### src/rtl/antirebote_pkg.sv
// Shared constants and helpers for the multi-channel debouncer.
//   DIV_DEF     : default clk cycles per sampling tick
//   ESTABLE_DEF : default number of stable ticks before an output changes
//   clog2(v)    : bits needed to hold the values 0..v-1 (minimum 1)
package antirebote_pkg;

  localparam int unsigned DIV_DEF     = 5000000;
  localparam int unsigned ESTABLE_DEF = 4;

  function automatic int unsigned clog2(input int unsigned v);
    int unsigned r;
    r = 1;
    for (int unsigned i = 1; i < 32; i++) begin
      if ((longint'(1) << i) < longint'(v)) r = i + 1;
    end
    return r;
  endfunction

endpackage

### src/rtl/antirebote_multi_divisor_tick.sv
// Prescaler producing a one-cycle sampling strobe every DIV clk cycles.
// Ports:
//   clk  : system clock
//   rst  : asynchronous active-high reset
//   tick : registered strobe, high for one cycle when the count wraps
module divisor_tick #(
  parameter int unsigned DIV   = 5000000,
  parameter int unsigned DIV_W = 23
) (
  input  logic clk,
  input  logic rst,
  output logic tick
);

  localparam logic [DIV_W-1:0] LAST = DIV_W'(DIV - 1);

  logic [DIV_W-1:0] r_cuenta;
  logic             r_tick;

  always_ff @(posedge clk or posedge rst) begin
    if (rst) begin
      r_cuenta <= '0;
      r_tick   <= 1'b0;
    end else if (r_cuenta == LAST) begin
      r_cuenta <= '0;
      r_tick   <= 1'b1;
    end else begin
      r_cuenta <= r_cuenta + 1'b1;
      r_tick   <= 1'b0;
    end
  end

  assign tick = r_tick;

endmodule

### src/rtl/antirebote_multi.sv
// Multi-channel debouncer: two-flop synchroniser per channel, a shared
// sampling prescaler and a saturating stability counter per channel.
// Ports:
//   clk  : system clock (single domain)
//   rst  : asynchronous active-high reset
//   in   : raw bouncing inputs, CH bits
//   out  : debounced levels, CH bits
//   sube : one-cycle pulse when out[i] rises
//   baja : one-cycle pulse when out[i] falls
//   tick : sampling strobe, exported for neighbouring blocks
module antirebote_multi
  import antirebote_pkg::*;
#(
  parameter int unsigned CH      = 4,
  parameter int unsigned DIV     = DIV_DEF,
  parameter int unsigned DIV_W   = 23,
  parameter int unsigned ESTABLE = ESTABLE_DEF,
  parameter int unsigned CNT_W   = 3,
  parameter logic        INIT    = 1'b0
) (
  input  logic          clk,
  input  logic          rst,
  input  logic [CH-1:0] in,
  output logic [CH-1:0] out,
  output logic [CH-1:0] sube,
  output logic [CH-1:0] baja,
  output logic          tick
);

  localparam logic [CNT_W-1:0] CNT_LAST = CNT_W'(ESTABLE - 1);

  logic          w_tick;
  logic [CH-1:0] r_sync1;
  logic [CH-1:0] r_sync2;
  logic [CH-1:0] w_s;

  divisor_tick #(
    .DIV   (DIV),
    .DIV_W (DIV_W)
  ) u_divisor_tick (
    .clk  (clk),
    .rst  (rst),
    .tick (w_tick)
  );

  assign tick = w_tick;

  always_ff @(posedge clk or posedge rst) begin
    if (rst) begin
      r_sync1 <= {CH{INIT}};
      r_sync2 <= {CH{INIT}};
    end else begin
      r_sync1 <= in;
      r_sync2 <= r_sync1;
    end
  end

  assign w_s = r_sync2;

  for (genvar i = 0; i < CH; i++) begin : g_ch
    logic [CNT_W-1:0] r_cnt;
    logic             r_out;
    logic             r_sube;
    logic             r_baja;

    // Counter only advances while the sampled level differs from out; any
    // tick seeing the old level restarts qualification. Pulses self-clear
    // because ticks are never back to back (DIV >= 2).
    always_ff @(posedge clk or posedge rst) begin
      if (rst) begin
        r_cnt  <= '0;
        r_out  <= INIT;
        r_sube <= 1'b0;
        r_baja <= 1'b0;
      end else begin
        r_sube <= 1'b0;
        r_baja <= 1'b0;
        if (w_tick) begin
          if (w_s[i] == r_out) begin
            r_cnt <= '0;
          end else if (r_cnt == CNT_LAST) begin
            r_out  <= w_s[i];
            r_cnt  <= '0;
            r_sube <= w_s[i];
            r_baja <= ~w_s[i];
          end else begin
            r_cnt <= r_cnt + 1'b1;
          end
        end
      end
    end

    assign out[i]  = r_out;
    assign sube[i] = r_sube;
    assign baja[i] = r_baja;
  end

endmodule

### config.mk
export PLATFORM = sky130hd
export DESIGN_NAME = antirebote_multi
export DESIGN_NICKNAME = d
export VERILOG_FILES = /design/src/rtl/antirebote_pkg.sv /design/src/rtl/antirebote_multi_divisor_tick.sv /design/src/rtl/antirebote_multi.sv
export SDC_FILE = /design/constraint.sdc
export NUM_CORES = 1
export LEC_CHECK = 0
export BUFFER_PORTS_ARGS = -buffer_cell sky130_fd_sc_hd__buf_4
export CAP_MARGIN = 10
export CORE_UTILIZATION = 30
export DETAILED_ROUTE_END_ITERATION = 7
export GPL_TIMING_DRIVEN = 0
export PLACE_DENSITY = 0.5
export SLEW_MARGIN = 25
export SYNTH_ARGS = -nofsm -noshare
export SYNTH_HDL_FRONTEND = slang
export SYNTH_SLANG_ARGS = --single-unit
export TNS_END_PERCENT = 5
### constraint.sdc
create_clock -name clk -period 2.6 [get_ports clk]
set_input_delay 0.39 -clock clk [delete_from_list [all_inputs] [get_ports clk]]
set_output_delay 0.39 -clock clk [all_outputs]
set_load 0.1 [all_outputs]
==> results of run 1 <==
==> state kept, by name (all words and copies together) (netlist names) <==
name	count
u_divisor_tick.tick	1
g_ch.r_baja	4
g_ch.r_cnt	12
r_sync1	4
g_ch.r_out	4
u_divisor_tick.r_cuenta	23
g_ch.r_sube	4
r_sync2	4
==> kinds of logic after synthesis <==
family                   synth area share (%)
adder cells (fa/ha/maj)                 2.551
AND/OR/NAND/NOR                         18.78
AO/OA/AOI/OAI                           5.918
multiplexers                            1.837
flip-flops                              57.14
XOR/XNOR                                7.143
buffers and inverters                   6.632
==> layer usage <==
layer | part of all wire [%] | global-route usage (%)
met5 | 0 | 0
met4 | 0.90 | 3.125
met3 | 2.6 | 2.709
met2 | 50 | 18.40
met1 | 47 | 12.63
==> worst paths after layout <==
kind                                               endpoint  slack [ps]
worst max-delay path             u_divisor_tick.r_cuenta[8]         530
worst min-delay path                             r_sync1[2]         190
worst max register to register   u_divisor_tick.r_cuenta[8]         530
worst min register to register                   r_sync2[0]         360
max in group asynchronous       u_divisor_tick.r_cuenta[14]        1640
min in group asynchronous                  g_ch[2].r_cnt[0]         510
==> critical path, stage by stage, from the launching register on <==
cell,delay (ps)
dfrtp_1,420
or4b_1,520
nor4_1,580
buf_2,360
nor2_1,80
==> per-stage QoR <==
| step | power [uW] | TNS (ps) | area [um2] | util (%) | worst slack (ps) |
|---|---|---|---|---|---|
| final | 1395 | 0 | 2844 | 36.43 | 533.2 |
| after global routing | 1459 | 0 | 2844 | 36.43 | 397.6 |
| after global placement | 928.8 | -1034 | 2715 | 34.78 | -20.37 |
| after detailed placement | 935.0 | 0 | 2745 | 35.16 | 470.8 |
| after floorplan | 915.5 | 0 | 2452 | - | 829.2 |
| after CTS | 1430 | 0 | 2844 | 36.43 | 467.4 |
==> power by group through the flow <==
stage	logic [uW]	clock network, uW	registers, uW
2_1_floorplan	18.5	0	897
3_3_place_gp	31.0	0	898
3_5_place_dp	37.2	0	898
4_1_cts	38.4	511	881
5_1_grt	41.6	536	882
6_report	35.9	478	880
==> placed cells by master, fill, tap and decap left out, types with 2 or more instances in the layout <==
cell,netlist,layout
clkbuf_1,3,4
nand4_1,5,5
mux2_2,4,4
nand2_1,14,14
o21ai_0,9,9
nand3_1,9,9
nor4_1,5,5
clkbuf_8,0,5
nand3_2,2,2
o22ai_1,7,7
buf_4,12,30
inv_1,12,11
nand3b_1,5,5
and2_1,3,3
nor2_1,9,9
a21oi_1,3,3
and3_1,3,3
xor2_1,6,6
or3_1,2,2
dfrtp_1,56,56
nor3b_1,8,8
ha_1,5,5
o21a_1,2,2
xnor2_1,14,14
nor3_1,3,3
nand2b_1,3,3
==> layout make-up <==
cell class	instances	area share, %
buffer	17	4.136
sequential	56	49.27
multi-input combinational	131	31.24
clock inverter	2	0.5719
clock buffer	6	2.552
timing repair buffer	20	6.071
tap	102	4.487
inverter	12	1.672
==> what timing repair did <==
| item | in CTS | in global routing |
|---|---|---|
| gates resized for setup | 0 | 0 |
| endpoints found under the setup margin | 0 | 0 |
| hold buffers | 1 | 0 |
| endpoints found under the hold margin | 5 | 0 |
==> summary.txt, run 1 <==
Power and ir drop
  – Net switching power: 311.3 uW
  – Combinational power share: 2.6%
  – Part of the power in the clock network: 34.3%
  – Sw Share: 22.32%
  – Worst VDD drop: 0.1850 mV
  – Leak: 0.001278 uW
  – Pwr dens: 490.4 nW/um2
  – Power Internal: 1083 uW
  – Reg power frac: 63.1%

STA
  – Final Hold Vio Count: 0
  – Final setup fails: 0
  – Worst-Margin Slew: 805.9 ps
  – RSZ-0062 raised after global routing: no
  – Tcrit/Tclk final: 79.49%
  – Final Max Slew Viols: 0
  – Hold slack final: 185.0 ps
  – Max Clock Skew: 5.476 ps
  – Slew HR: 45.78%
  – Final Critical Period: 2067 ps
  – Fmax: 0.4838 GHz

Detailed routing
  – Via count: 1,576
  – DRC: 0
  – TritonRoute pass-1 iters: 5
  – Avg WL per Cell: 11.55 um
  – Final wirelength: 3995 um
  – Vias per cell: 4.555
  – DRT antenna net count: 0
  – Initial DRC Count: 23

Place
  – # port buffers: 18
  – Final HPWL DP: 2757 um
  – GPL Wtd Cong: 0.6694
  – Placed cells: 337

CTS
  – CTS root buf: clkbuf_8
  – CTS tree: done
  – Sinks on Clock Net: 56
  – Setup bufs post-CTS: 0
  – Clk slew on worst S/H paths: 100 ps
  – Htree depth: 2
  – CTS buffer count: 5
  – Longest Clk Path Bufs: 2
  – Skew-Pair Late Insertion Delay: 300 ps

Yosys
  – Post-synthesis instance total: 216
  – Post-Syn Nets: 227
  – Top_reg_cell synth: dfrtp_1
  – Asr flop ratio synth: 100.0%
  – Mapped Avg Cell Area: 11.35 um2
  – Count leader, synth: dfrtp_1
  – Synth top area share: 57.14%
  – Largest cells by area after synthesis: dfrtp_1 (57%), xnor2_1 (5.0%), buf_4 (3.7%), ha_1 (2.6%), nor3b_1 (2.4%)
  – Synth cell count leaders: dfrtp_1 (56), nand2_1 (14), xnor2_1 (14)
  – Register area share after synthesis: 57.14%
  – Yosys cell types: 37
  – Number of synthesized flops with an enable pin: 0
  – Synth warnings: 0
  – Synth area leader: dfrtp_1
  – Post-Syn Area: 2452 um2
  – Number of synthesized register bits: 56

Worst setup path
  – R2R depth: 4
  – Critical Path Start Type: flip-flop
  – Critical path origin: u_divisor_tick.r_cuenta[13]
  – Critical path capture point type: flip-flop
  – Worst EP required: 2800 ps
  – CP Class: flip-flop to flip-flop
  – Crit-path max FO: 10
  – Arr. time, crit path: 2260 ps
  – Worst r2r src: u_divisor_tick.r_cuenta[13]

Cells and area
  – Area of the multi-input gates: 888.4 um2
  – Final Non-Filler Cells: 346
  – Share of cells above drive strength 1: 21.31%
  – ANT cells: 0
  – Area growth from synthesis to layout: 15.97%
  – Fillers: 790
  – FF/Latch Area: 1401 um2
  – Fin nets: 254

Global route
  – Final global-route overflow total: 0
  – Antenna violations before repair: 0
  – Via count of the first global-routing pass: 1,588
  – All-Layer GR Usage: 10.51%
  – Largest net degree at the start of global routing: 52
  – First-pass GRT wire length: 7079 um

Die
  – # IOs: 19
  – Die Footprint: 8540 um2
  – Die width: 92.41 um
  – Row cnt: 32
  – Die height: 92.41 um
  – Core ar.: 7807 um2
  – Initial Util: 31.41%

Job
  – MaxCap Viol Count: 0

Hold path
  – Type of the worst min-delay path: input port to flip-flop
  – Worst hold path stage count: 1
  – Hold Path Origin: in[2]

Run status
  – Status: completed
Power figures use the tool's default switching activity.
==> run 2: changes to the inputs <==
- ABC_AREA: not set -> 1
- PLACE_DENSITY: 0.5 -> 0.49
- clock period: 2.6 -> 2.02 ns (I/O delays scaled with it)
==> run 2 against run 1 <==
Largest cell class unchanged. Sequential share of layout area shrank 4.3 points. Sequential cell count stayed put. Critical path depth grew 3. Maximum frequency rose by 33%. Worst setup slack got worse by 64 ps. Register-to-register slack got worse by 60 ps. Count of clock-buffer cells in the layout shrank 1. Critical endpoint is now u_divisor_tick.r_cuenta[16]. Global-route usage up 1.6 points. Synthesized cell count grew 50%.
==> summary.txt, run 2 <==
Run status
  – Status: completed

Power and ir drop
  – Combinational power share: 2.5% (about the same)
  – Part of the power in the clock network: 35.0% (+0.7 points)
  – Net switching power: 423.2 uW (+36%)
  – Sw Share: 23.34% (+1.0 points)
  – Leak: 0.001538 uW (+20%)
  – Worst VDD drop: 0.2511 mV (+36%)
  – Reg power frac: 62.5% (-0.6 points)
  – Final Power: 1813 uW (+30%)
  – Power Internal: 1390 uW (+28%)
  – Pwr dens: 582.6 nW/um2 (+19%)

Cells and area
  – Area growth from synthesis to layout: 14.44%
  – Fillers: 965 (+22%)
  – FF/Latch Area: 1401 um2 (unchanged)
  – Share of cells above drive strength 1: 16.76% (-4.6 points)
  – Most frequent cells in the layout: nand2_1 (63), nor2_1 (63), dfrtp_1 (56)
  – Fin nets: 362 (+43%)
  – Area of the multi-input gates: 1062 um2 (+20%)
  – Number of flip-flops in the largest register: 23 (unchanged)
  – Top Registers: u_divisor_tick.r_cuenta (23), g_ch.r_cnt (12)
  – Largest Register: u_divisor_tick.r_cuenta
  – ANT cells: 0 (unchanged)

Worst setup path
  – Worst EP required: 2230 ps (-570 ps)
  – Critical path capture point type: flip-flop
  – Critical Path Start Type: flip-flop
  – Crit-path max FO: 5 (-5)
  – Arr. time, crit path: 1760 ps (-500 ps)
  – CP Class: flip-flop to flip-flop

Detailed routing
  – TritonRoute pass-1 iters: 4 (-1)
  – Initial DRC Count: 99 (+330%)
  – Vias per cell: 4.422 (-2.9%)
  – Avg WL per Cell: 11.24 um (-2.6%)
  – DRT antenna net count: 0 (unchanged)
  – Final wirelength: 5172 um (+29%)
  – DRC: 0 (unchanged)
  – Via count: 2,034 (+29%)

CTS
  – Setup bufs post-CTS: 0 (unchanged)
  – Clk slew on worst S/H paths: 110 ps (about the same)
  – Sinks on Clock Net: 56 (unchanged)
  – PostCTS Resize Cnt: 0 (unchanged)
  – CTS root buf: clkbuf_8
  – Htree depth: 2 (unchanged)
  – Skew-Pair Late Insertion Delay: 310 ps (about the same)
  – CTS buffer count: 5 (unchanged)
  – Longest Clk Path Bufs: 2 (unchanged)
  – CTS tree: done

Yosys
  – Largest cells by area after synthesis: dfrtp_1 (52%), nand2_1 (8.7%), nor2_1 (8.7%), inv_1 (5.7%), xor2_1 (4.2%)
  – Synth top area share: 51.52% (-5.6 points)
  – Number of synthesized register bits: 56 (unchanged)
  – Number of synthesized flops with an enable pin: 0 (unchanged)
  – Mapped Avg Cell Area: 8.395 um2 (-26%)
  – Synth cell count leaders: nand2_1 (63), nor2_1 (63), dfrtp_1 (56)
  – Top_reg_cell synth: dfrtp_1
  – Post-Syn Nets: 335 (+48%)
  – Asr flop ratio synth: 100.0% (unchanged)
  – Yosys cell types: 27 (-27%)
  – Post-Syn Area: 2720 um2 (+11%)
  – Register area share after synthesis: 51.52% (-5.6 points)
  – Post-synthesis instance total: 324 (+50%)
  – Synth warnings: 0 (unchanged)
  – Synth area leader: dfrtp_1

STA
  – Tcrit/Tclk final: 76.76% (-2.7 points)
  – Slew HR: 72.80% (+27 points)
  – Final Critical Period: 1551 ps (-516.3 ps)
  – RSZ-0062 raised after global routing: no
  – Final worst slack: 469.5 ps (-63.72 ps)
  – Final setup fails: 0 (unchanged)
  – Hold slack final: 85.54 ps (-99.49 ps)
  – Fmax: 0.6449 GHz (+33%)
  – Final Hold Vio Count: 0 (unchanged)
  – Sum of negative setup slack: 0 ps (unchanged)
  – Final Max Slew Viols: 0 (unchanged)
  – Worst-Margin Slew: 408.0 ps (-397.9 ps)
  – Max Clock Skew: 7.036 ps (+1.559 ps)

Job
  – MaxCap Viol Count: 0 (unchanged)

Die
  – Die Footprint: 9452 um2 (+11%)
  – Core ar.: 8763 um2 (+12%)
  – Initial Util: 31.04% (-0.37 points)
  – # IOs: 19 (unchanged)
  – Die height: 97.22 um (+5.2%)
  – Row cnt: 34 (+6.3%)
  – Die width: 97.22 um (+5.2%)

Hold path
  – Type of the worst min-delay path: input port to flip-flop

Global route
  – Largest net degree at the start of global routing: 42 (-19%)
  – Via count of the first global-routing pass: 2,036 (+28%)
  – All-Layer GR Usage: 12.09% (+1.6 points)
  – Antenna violations before repair: 0 (unchanged)
  – First-pass GRT wire length: 9239 um (+31%)
  – Final global-route overflow total: 0 (unchanged)

Place
  – Final HPWL DP: 3782 um (+37%)
  – Pre-CTS setup slack: 491.6 ps (+20.83 ps)
  – GPL Wtd Cong: 0.8706 (+30%)
  – # port buffers: 18 (unchanged)
## run 2: layer usage
layer	vias to the layer above	global-route usage, %	share of wire [%]
li1	1042	-	-
met1	950	15.57	47
met2	38	20.42	47
met3	4	2.662	4.7
met4	0	3.394	0.87
met5	-	0	0
## run 2: power groups by stage
stage                     combinational (uW)  clock [uW]  sequential [uW]
after floorplan                         24.2           0             1150
after global placement                  40.1           0             1160
after detailed placement                46.7           0             1150
after CTS                               48.4         672             1130
after global routing                    53.7         709             1140
final                                   44.7         636             1130
## run 2: logic make-up (layout without fill, tap and decap cells)
logic type / Yosys count / after routing / synth area share [%]
AO/OA/AOI/OAI: 18 / 18 / 3.726
multiplexers: 1 / 1 / 0.3680
adder cells (fa/ha/maj): 5 / 5 / 2.300
buffers and inverters: 56 / 84 / 9.429
AND/OR/NAND/NOR: 174 / 174 / 28.15
flip-flops: 56 / 56 / 51.52
XOR/XNOR: 14 / 14 / 4.508
## run 2: cell type report
cell class / count / area share, %
clock buffers: 5 / 2.211
multi-input cells: 212 / 34.12
well taps: 108 / 4.341
flip-flops and latches: 56 / 45.02
plain buffers: 14 / 3.175
repair buffers: 20 / 5.305
inverters: 42 / 5.145
clock inverters: 3 / 0.6833
## run 2: final timing paths
path	start	to	slack [ps]	cells after the start
min in group asynchronous	rst	u_divisor_tick.r_cuenta[9]	460	3
max	u_divisor_tick.r_cuenta[0]	u_divisor_tick.r_cuenta[16]	470	7
max in group asynchronous	rst	u_divisor_tick.r_cuenta[18]	1080	4
min	in[3]	r_sync1[3]	90	1
max reg2reg	u_divisor_tick.r_cuenta[0]	u_divisor_tick.r_cuenta[16]	470	7
min reg2reg	r_sync1[2]	r_sync2[2]	350	0
## run 2: through the flow
step	util (%)	area, um2	std cells
finish	35.52	3113	460
floorplan	-	2720	324
CTS	35.52	3113	460
detailed placement	34.38	3013	451
global route	35.52	3113	460
global placement	34.12	2990	450
## run 2: critical path, cell delays in order (launching register included)
cell,delay [ps]
dfrtp_1,430
ha_1,250
nand2_2,90
nor2_4,150
nand2_1,110
nor2_1,180
nand2_1,90
xor2_1,140
## run 2: what timing repair did
action,in CTS,in global routing
hold endpoints to repair,15,0
setup endpoints to repair,0,0
hold buffers,1,0
==> run 3: changes to the inputs <==
- clock period: 2.02 -> 1.5 ns (I/O delays scaled with it)
==> run 3 against run 2 <==
Non-clock buffer count rose by 6. Register-to-register slack got worse by 380 ps. Worst setup slack got worse by 380 ps. Clock skew barely moved. Global-route usage rose by 0.077 points. Via count rose by 1.2%. Maximum frequency rose by 9.6%. Sequential share of layout area fell by 1.3 points. Count of clock-buffer cells in the layout did not move. Worst hold slack got worse by 70 ps. Sequential power rose by 35%.
==> summary.txt, run 3 (synthesis gave the netlist of run 2 again) <==
Die
  – Row cnt: 34 (unchanged)
  – # IOs: 19 (unchanged)
  – Die width: 97.22 um (unchanged)
  – Core ar.: 8763 um2 (unchanged)
  – Die height: 97.22 um (unchanged)
  – Die Footprint: 9452 um2 (unchanged)
  – Initial Util: 31.04% (unchanged)

Worst setup path
  – Worst r2r src: u_divisor_tick.r_cuenta[1]
  – Worst R2R Setup Slack: 80 ps (-380 ps)
  – Arr. time, crit path: 1630 ps (-130 ps)
  – Critical path origin: u_divisor_tick.r_cuenta[1]
  – CP cell instances: ha_4, nand2_2, nor2_4, nand2_4, nor2_2, nand2_2, nand2_1, nor2_2
  – CP Class: flip-flop to flip-flop
  – Critical Path Start Type: flip-flop
  – Crit-path max FO: 5 (unchanged)
  – Critical path's slowest cell: dfrtp_1
  – Slowest stage delay, CP: 410 ps (-20 ps)
  – Critical path capture point type: flip-flop
  – Worst EP required: 1710 ps (-520 ps)

CTS
  – Htree depth: 2 (unchanged)
  – Longest Clk Path Bufs: 2 (unchanged)
  – CTS tree: done
  – Sinks on Clock Net: 56 (unchanged)
  – Clk slew on worst S/H paths: 110 ps (about the same)
  – CTS root buf: clkbuf_8
  – CTS buffer count: 5 (unchanged)
  – Skew-Pair Late Insertion Delay: 310 ps (about the same)

Cells and area
  – FF/Latch Area: 1401 um2 (unchanged)
  – Commonest non-fill, non-tap cell in the layout: nand2_1
  – Area growth from synthesis to layout: 17.85%
  – Share of cells above drive strength 1: 18.99% (+2.2 points)
  – Fin nets: 368 (+1.7%)
  – Largest Register: u_divisor_tick.r_cuenta
  – Fillers: 955 (-1.0%)
  – Post-Layout Inst Area: 3206 um2 (+3.0%)
  – Top Registers: u_divisor_tick.r_cuenta (23), g_ch.r_cnt (12)
  – ANT cells: 0 (unchanged)
  – Number of flip-flops in the largest register: 23 (unchanged)
  – Area of the multi-input gates: 1102 um2 (+3.8%)
  – Fin util: 36.58% (+1.1 points)
  – Most frequent cells in the layout: nand2_1 (63), nor2_1 (59), dfrtp_1 (56)

Hold path
  – Hold Path Origin: in[2]
  – Type of the worst min-delay path: input port to flip-flop

Global route
  – First-pass GRT wire length: 9294 um (+0.60%)
  – All-Layer GR Usage: 12.16% (+0.077 points)
  – Largest net degree at the start of global routing: 42 (unchanged)
  – Via count of the first global-routing pass: 2,047 (+0.54%)
  – Antenna violations before repair: 0 (unchanged)
  – Final global-route overflow total: 0 (unchanged)

STA
  – Slew HR: 73.14% (+0.34 points)
  – Final Critical Period: 1415 ps (-135.3 ps)
  – Final Hold Vio Count: 0 (unchanged)
  – Tcrit/Tclk final: 94.35% (+18 points)
  – RSZ-0062 raised after global routing: yes
  – Final setup fails: 0 (unchanged)
  – Final worst slack: 84.78 ps (-384.7 ps)
  – Max Clock Skew: 7.160 ps (+0.1238 ps)
  – Hold slack final: 15.88 ps (-69.66 ps)
  – Fmax: 0.7066 GHz (+9.6%)
  – Worst-Margin Slew: 403.0 ps (-5.031 ps)
  – Final Max Slew Viols: 0 (unchanged)

Detailed routing
  – Vias per cell: 4.418 (about the same)
  – Initial DRC Count: 92 (-7.1%)
  – Avg WL per Cell: 11.24 um (about the same)
  – TritonRoute pass-1 iters: 4 (unchanged)
  – DRC: 0 (unchanged)
  – Via count: 2,059 (+1.2%)
  – Final wirelength: 5238 um (+1.3%)
  – DRT antenna net count: 0 (unchanged)

Place
  – Final HPWL DP: 3782 um (unchanged)
  – GPL Wtd Cong: 0.8706 (unchanged)
  – Pre-CTS setup slack: -28.40 ps (-520.0 ps)
  – # port buffers: 18 (unchanged)
  – DP Area: 3013 um2 (unchanged)

Power and ir drop
  – Final Power: 2445 uW (+35%)
  – Worst VDD drop: 0.3378 mV (+35%)
  – Leak: 0.001571 uW (+2.1%)
  – Pwr dens: 762.7 nW/um2 (+31%)

Run status
  – Status: completed

Job
  – MaxCap Viol Count: 0 (unchanged)
run 3: cell count changes in the layout (fill, tap and decap cells not counted), moves of 3 or more:
cell           before  now
nor2_2              7   10
dlygate4sd3_1       1    4
nor2_1             63   59
buf_4              30   33
run 3: power breakdown:
part | internal [uW] | leakage [uW] | switching (uW) | total, uW
clock | 333 | 0.0000445 | 519 | 852
combinational | 24.8 | 0.000777 | 42.2 | 66.9
sequential | 1520 | 0.000750 | 6.71 | 1530
total | 1880 | 0.00157 | 568 | 2440
run 3: worst paths after layout:
check,to,cells past startpoint
worst max-delay path,u_divisor_tick.r_cuenta[14],8
worst max register to register,u_divisor_tick.r_cuenta[14],8
min in group asynchronous,u_divisor_tick.r_cuenta[9],3
worst min-delay path,r_sync1[2],1
worst min register to register,r_sync2[2],0
max in group asynchronous,u_divisor_tick.r_cuenta[18],4
run 3: per-layer routing:
layer	track usage, %	wire, um	vias up
li1	-	-	1055
met1	15.57	2451	959
met2	20.69	2473	41
met3	2.662	269	4
met4	3.394	43	0
met5	0	0	-
run 3: timing repair:
item | 4_1_cts | 5_1_grt
resized for setup | 0 | 9
pin swaps | 0 | 3
setup buffers | 1 | 2
hold buffers | 2 | 2
endpoints found under the hold margin | 16 | 2
endpoints found under the setup margin | 11 | 15
run 3: final cells by class:
type                    instances  area share [%]
plain buffers                  14           3.084
repair buffers                 26           6.792
flip-flops and latches         56           43.72
multi-input cells             212           34.39
clock buffers                   5           2.147
well taps                     108           4.215
inverters                      42           4.996
clock inverters                 3          0.6635
run 3: metrics by stage:
| stage | cells | setup TNS (ps) |
|---|---|---|
| floorplan | 324 | -6661 |
| global placement | 450 | -52210 |
| detailed placement | 451 | -80.16 |
| CTS | 462 | 0 |
| global route | 466 | -74.05 |
| finish | 466 | 0 |
run 3: critical path, delay by kind of cell (launching register included):
family / cells / cell delay (ps)
DFF: 1 / 410
adders and majority gates: 1 / 170
and+or+nand+nor: 7 / 730
